### src/rtl/multi_xfer_seq.sv
// Decode-stage micro-sequencer for LM/SM/LA/SA: issues one register transfer per
// non-stalled cycle and flags the last transfer so the controller can release PC.
module multi_xfer_seq #(
   parameter int NREG  = 8,
   parameter int IDX_W = 3
) (
   input  logic             clk,
   input  logic             rst_n,
   input  logic [15:0]      IM_d,
   input  logic             id_valid,
   input  logic             stall,
   input  logic             flush,
   output logic [IDX_W-1:0] regr,
   output logic             comp,
   output logic             comp1,
   output logic [IDX_W-1:0] offset,
   output logic             busy
);

   typedef enum logic {IDLE, RUN} state_t;

   localparam logic [IDX_W-1:0] LAST_IDX = IDX_W'(NREG - 1);

   state_t            state_q, state_d;
   logic [NREG-1:0]   rem_q, rem_d;
   logic [IDX_W-1:0]  cnt_q, cnt_d;
   logic              mode_a_q, mode_a_d;

   logic              is_m, is_a;
   logic [NREG-1:0]   mask;
   logic              unused_im;

   // Bits 11:8 carry Ra, which the address path consumes, not this block.
   assign unused_im = ^IM_d[11:8];

   function automatic logic [IDX_W-1:0] low_idx(input logic [NREG-1:0] m);
      low_idx = '0;
      for (int k = NREG - 1; k >= 0; k--) begin
         if (m[k]) low_idx = k[IDX_W-1:0];
      end
   endfunction

   function automatic logic at_most_one(input logic [NREG-1:0] m);
      at_most_one = ((m & (m - NREG'(1))) == '0);
   endfunction

   // Instruction bit 7 names R0, so the mask is bit-reversed into register order.
   function automatic logic [NREG-1:0] rev_mask(input logic [NREG-1:0] m);
      for (int k = 0; k < NREG; k++) begin
         rev_mask[k] = m[NREG-1-k];
      end
   endfunction

   assign is_m = id_valid & (IM_d[15:13] == 3'b110);
   assign is_a = id_valid & (IM_d[15:13] == 3'b111);
   assign mask = rev_mask(IM_d[NREG-1:0]);

   always_comb begin
      state_d  = state_q;
      rem_d    = rem_q;
      cnt_d    = cnt_q;
      mode_a_d = mode_a_q;
      regr     = '0;
      offset   = '0;
      comp     = 1'b1;
      comp1    = 1'b1;
      busy     = 1'b0;

      case (state_q)
         IDLE: begin
            if (is_m) begin
               regr  = low_idx(mask);
               comp  = at_most_one(mask);
               comp1 = 1'b0;
               busy  = ~comp;
               if (!comp && !stall && !flush) begin
                  state_d  = RUN;
                  rem_d    = mask & (mask - NREG'(1));
                  cnt_d    = IDX_W'(1);
                  mode_a_d = 1'b0;
               end
            end else if (is_a) begin
               comp  = 1'b0;
               comp1 = 1'b0;
               busy  = 1'b1;
               if (!stall && !flush) begin
                  state_d  = RUN;
                  rem_d    = '0;
                  cnt_d    = IDX_W'(1);
                  mode_a_d = 1'b1;
               end
            end
         end

         RUN: begin
            offset = cnt_q;
            if (mode_a_q) begin
               regr  = cnt_q;
               comp  = 1'b0;
               comp1 = (cnt_q == LAST_IDX);
               busy  = ~comp1;
            end else begin
               regr  = low_idx(rem_q);
               comp  = at_most_one(rem_q);
               comp1 = 1'b0;
               busy  = ~comp;
            end

            // Flush wins over advance; the final transfer also drops back to IDLE.
            if (flush || (!stall && (comp & comp1) == 1'b0 && (mode_a_q ? comp1 : comp))) begin
               state_d = IDLE;
               rem_d   = '0;
               cnt_d   = '0;
            end else if (!stall) begin
               rem_d = rem_q & (rem_q - NREG'(1));
               cnt_d = cnt_q + IDX_W'(1);
            end
         end

         default: state_d = IDLE;
      endcase
   end

   always_ff @(posedge clk or negedge rst_n) begin
      if (!rst_n) begin
         state_q  <= IDLE;
         rem_q    <= '0;
         cnt_q    <= '0;
         mode_a_q <= 1'b0;
      end else begin
         state_q  <= state_d;
         rem_q    <= rem_d;
         cnt_q    <= cnt_d;
         mode_a_q <= mode_a_d;
      end
   end

endmodule

### config.mk
export PLATFORM = sky130hd
export DESIGN_NAME = multi_xfer_seq
export DESIGN_NICKNAME = d
export VERILOG_FILES = /design/src/rtl/multi_xfer_seq.sv
export SDC_FILE = /design/constraint.sdc
export NUM_CORES = 1
export LEC_CHECK = 0
export CORE_MARGIN = 2
export CORE_UTILIZATION = 48
export DETAILED_ROUTE_END_ITERATION = 8
export PLACE_DENSITY = 0.91
export SYNTH_ARGS = -nofsm -noshare
export SYNTH_HDL_FRONTEND = slang
export SYNTH_SLANG_ARGS = --single-unit
### constraint.sdc
create_clock -name clk -period 3.65 [get_ports clk]
set_input_delay 1.095 -clock clk [delete_from_list [all_inputs] [get_ports clk]]
set_output_delay 1.095 -clock clk [all_outputs]
set_load 0.05 [all_outputs]
Word level (Yosys, flattened, before mapping)
Index checks and enable logic that the tools add are counted.
- memories: 0
- input port bits: 21
- bits in latches: 0
- RAM bits: 0
- register bits: 13
- word-level logic and storage cells: 98
- ROM bits: 0
- output and inout port bits: 9
- reduce and logical (&&, ||, !) cells: 15
- multiply operators: 0
- bitwise logic cells: 10
- mux-type cells: 58
- shifts and indexed selects: 0
- divide/modulo/power cells: 0
- magnitude comparators: 0
- equal/unequal tests: 8
- add/subtract/negate cells: 3
- operators with widths (kind ; number):
    $mux W3 ; 25
    $mux W8 ; 6
    $mux W1 ; 20
    $and A8 B8 Y8 ; 2
    $logic_not A8 Y1 ; 2
    $pmux W8 S2 ; 1
    $sub A8 B1 Y8 const B ; 2
    $pmux W3 S2 ; 2
    $eq A3 B3 Y1 const B ; 3
    $ne A3 B3 Y1 const B ; 3
    $pmux W1 S2 ; 4
    $reduce_and A4 Y1 ; 2
    $logic_and A1 B1 Y1 ; 5
    $not A1 Y1 ; 5
    $reduce_bool A2 Y1 ; 2
    $add A3 B1 Y3 const B ; 1
    $and A1 B1 Y1 ; 3
    $logic_not A1 Y1 ; 3
    $ne A3 B2 Y1 const B ; 1
    $ne A2 B1 Y1 const B ; 1
    $logic_or A1 B1 Y1 ; 1

Depth between registers and ports, before layout
- depth after elaboration: 12
- mapped depth: 7
- depth with buffers taken out: 7

Worst setup path after synthesis
No wires, ideal clock.
- path kind: in2out
- from: in IM_d[6]
- to: out comp
- buffers on the path: 2
- data arrival time: 3.004 ns
- path slack: -0.449 ns
- required time: 2.555 ns
- stages: 7
- cell sequence: clkbuf_1 > or4_1 > buf_2 > a211oi_2 > o211a_1 > nor3_1 > a21oi_1
- longest elaborated chain between the ends: 5
- ends and longest elaborated chain (what ; line ; RTL):
    from (decl) ; 9 ; input logic [15:0] IM_d,
    $sub A8 B1 Y8 ; 44 ; at_most_one = ((m & (m - NREG'(1))) == '0);
    $and A8 B8 Y8 (*) ; 44 ;
    $logic_not A8 Y1 (*) ; 44 ;
    $mux W1 (*) ; 71 ; if (is_m) begin
    $pmux W1 S2 (*) ; 69 ; case (state_q)
    to (decl) ; 14 ; output logic comp,
Every way passes the cells marked *; elsewhere a longest branch is shown, timed or not.

Worst setup path in the final report
- from: in IM_d[4]
- to: out comp
Same word-level chain as after synthesis.

==> results.py <==
metrics = {
    "die": {
        "fp.dieArea_um2": 2720,
        "start_util": 0.507,
        "core_um2": 2190,
        "row_count": 17,
        "io_pins": 30,
        "die_w_um": 52.1,
        "dieHeight_um": 52.1,
    },
    "sta": {
        "hold_viol_final": 0,
        "fin_crit_sh": 1.05,
        "max_freq_mhz": 261,
        "setup_viol": 2,
        "relSlewSlack": 0.581,
        "finClkSkew_ns": 0.00697,
        "slew_viol_final": 0,
        "hold_ws_ns": 0.578,
        "setup_ws_ns": -0.178,
        "layout_min_cycle_time_ns": 3.83,
        "rsz0062_at_grt": "true",
        "tightestPinTransition_ns": 0.628,
    },
    "finish": {
        "drive_gt1_frac": 0.333,
        "fillCellCount": 155,
        "area_delta_synth_final_pct": 47.1,
        "multi_input_area_um2": 815,
        "diodes": 0,
        "layout_commonest_cell": "buf_4",
        "seq_area_um2": 300,
        "final_cell_mix": "buf_4, dfrtp_1, clkdlybuf4s50_1",
        "final-instance-count-excl-fill": 196,
        "finalNetCount": 193,
    },
    "grt": {
        "grt_pass1_vias": 1229,
        "grt_start_max_net_pins": 16,
        "antenna_found_initial": 0,
        "grt_usage": 0.271,
        "grt-ovfl-total": 0,
        "grt_pass1_wl_mm": 5.44,
    },
    "clock_tree": {
        "cts_made_buffers": 3,
        "clock_path_buffers": 2,
        "cts_hold_buffers": 0,
        "root_buffer": "clkbuf_4",
        "insertion_delay_ns": 0.28,
        "cts.htree.levels": 1,
        "clk_pin_slew_worst_paths_ns": 0.07,
        "clock-sinks": 12,
        "cts_tree": "built",
    },
    "synthesis": {
        "synth_area_um2": 1110,
        "synth-seq-cells": 12,
        "synth_edf_count": 0,
        "synth_cell_types": 45,
        "syn_nets": 154,
        "avgSynthCellArea_um2": 8.48,
        "synth_cells": 131,
        "synth_ff_type": "dfrtp_1",
        "synth_warnings": 0,
        "yosysSeqAreaShare": 0.270,
        "async_flop_share": 1.00,
    },
    "hold_path": {
        "hold_class": "reg2reg",
    },
    "status": {
        "status": "finished with violations",
        "failed_checks": "setup timing",
    },
    "drt": {
        "drtIter0Drc": 33,
        "ant_nets": 0,
        "route.detailed.drc": 0,
        "via_count": 1273,
        "routedWlPerCell_um": 17.8,
        "drt_first_pass_iters": 4,
        "drt-total-wl_mm": 3.49,
        "via_per_inst": 6.49,
    },
    "worst_setup_path": {
        "crit_path_start_kind": "input pin",
        "crit_fanout": 4,
        "worstPathRequired_ns": 2.55,
        "critical_path_class": "in2out",
        "cp-end-kind": "output port",
        "crit_arrival_ns": 2.73,
    },
    "pwr": {
        "p_per_area_nw_per_um2": 322,
        "p_leak_nw": 0.706,
        "ir_worst_vdd_mv": 0.210,
    },
    "placed_design": {
        "place.gp.congestion": 0.949,
        "hpwl_mm": 2.47,
        "io_buffers": 24,
        "post-place-cells": 190,
    },
    "job": {
        "maxCapViolCount": 0,
    },
}
-- logic make-up (layout without fill, tap and decap cells) --
kind of cell | after synthesis | after routing | synth area share
fa+ha+maj | 4 | 4 | 0.0405
buf+inv | 17 | 54 | 0.0653
flops | 12 | 12 | 0.270
simple gates | 48 | 48 | 0.243
compound gates | 46 | 46 | 0.333
mux | 4 | 4 | 0.0473
-- worst max-delay path: stages --
cell	delay, ns
buf_6	0.09
or4_4	0.58
a211oi_2	0.28
o211a_1	0.29
nor3_4	0.06
a21oi_2	0.18
buf_12	0.16
-- state kept, by name (all words and copies together), names as in the netlist --
| name | count |
|---|---|
| state_q | 1 |
| cnt_q | 3 |
| mode_a_q | 1 |
| rem_q | 7 |
-- metrics by stage --
step | setup TNS, ns | instance area, um2 | setup slack (ns) | power (mW) | utilization
final | -0.348 | 1630 | -0.178 | 0.526 | 0.746
after floorplan | -0.147 | 1120 | -0.144 | 0.343 | -
after global placement | -1.19 | 1520 | -0.417 | 0.413 | 0.693
after detailed placement | -1.46 | 1520 | -0.496 | 0.425 | 0.693
after global routing | -0.515 | 1630 | -0.207 | 0.549 | 0.746
after CTS | -0.303 | 1590 | -0.122 | 0.513 | 0.724
-- synthesized netlist by cell type (all sizes together), types with 2 or more instances --
cell,count,share of area
nand2,6,0.020
or2,2,0.011
o2111ai,3,0.024
o32ai,2,0.016
maj3,2,0.018
mux2,4,0.047
a32o,2,0.018
ha,2,0.023
or3,5,0.034
o221ai,5,0.039
o31ai,7,0.047
a21oi,6,0.027
inv,9,0.030
buf,3,0.018
clkbuf,5,0.017
nand3,3,0.014
dfrtp,12,0.27
o211ai,2,0.014
nor2b,2,0.011
and3,3,0.017
nor3,6,0.027
a211oi,2,0.023
o21ai,10,0.048
and2,3,0.017
nor2,8,0.027
or4,3,0.024
nand4,3,0.017
-- cell type report --
cell class              instances  area share
clock buffers                   3      0.0138
inverters                       9      0.0207
multi-input cells             102       0.498
flip-flops and latches         12       0.184
well taps                      28      0.0214
repair buffers                 42       0.262
-- path summary, 6_finish.rpt --
check | startpoint | end | slack [ns] | cells past startpoint
worst min-delay path | cnt_q[2]$_DFFE_PN0P_ | cnt_q[2]$_DFFE_PN0P_ | 0.58 | 1
worst max register to register | rem_q[1]$_DFFE_PN0P_ | cnt_q[1]$_DFFE_PN0P_ | 1.38 | 5
worst max-delay path | IM_d[4] | comp | -0.18 | 7
max in group asynchronous | rst_n | state_q$_DFF_PN0_ | 2.10 | 1
worst min register to register | cnt_q[2]$_DFFE_PN0P_ | cnt_q[2]$_DFFE_PN0P_ | 0.58 | 1
min in group asynchronous | rst_n | rem_q[1]$_DFFE_PN0P_ | 1.18 | 1
-- report_power, final --
group          switching [mW]  internal (mW)
clock                  0.0462         0.0383
combinational           0.127          0.118
sequential             0.0446          0.152
total                   0.218          0.308
-- metal layers --
layer  part of all wire  wire [um]  GRT usage  vias up
met5                  0          0          0        -
met4              0.023         81      0.136        0
met3              0.061        214     0.0230       11
met2               0.51       1760      0.483       68
met1               0.41       1430      0.322      606
li1                   -          -          -      588
-- repair_timing --
action,CTS,global route
pin swaps,8,10
endpoints found under the setup margin,5,5
endpoints found under the hold margin,0,0
gates resized for setup,29,9
setup buffers,2,1
Note: power is estimated with default switching activity, not from simulation.
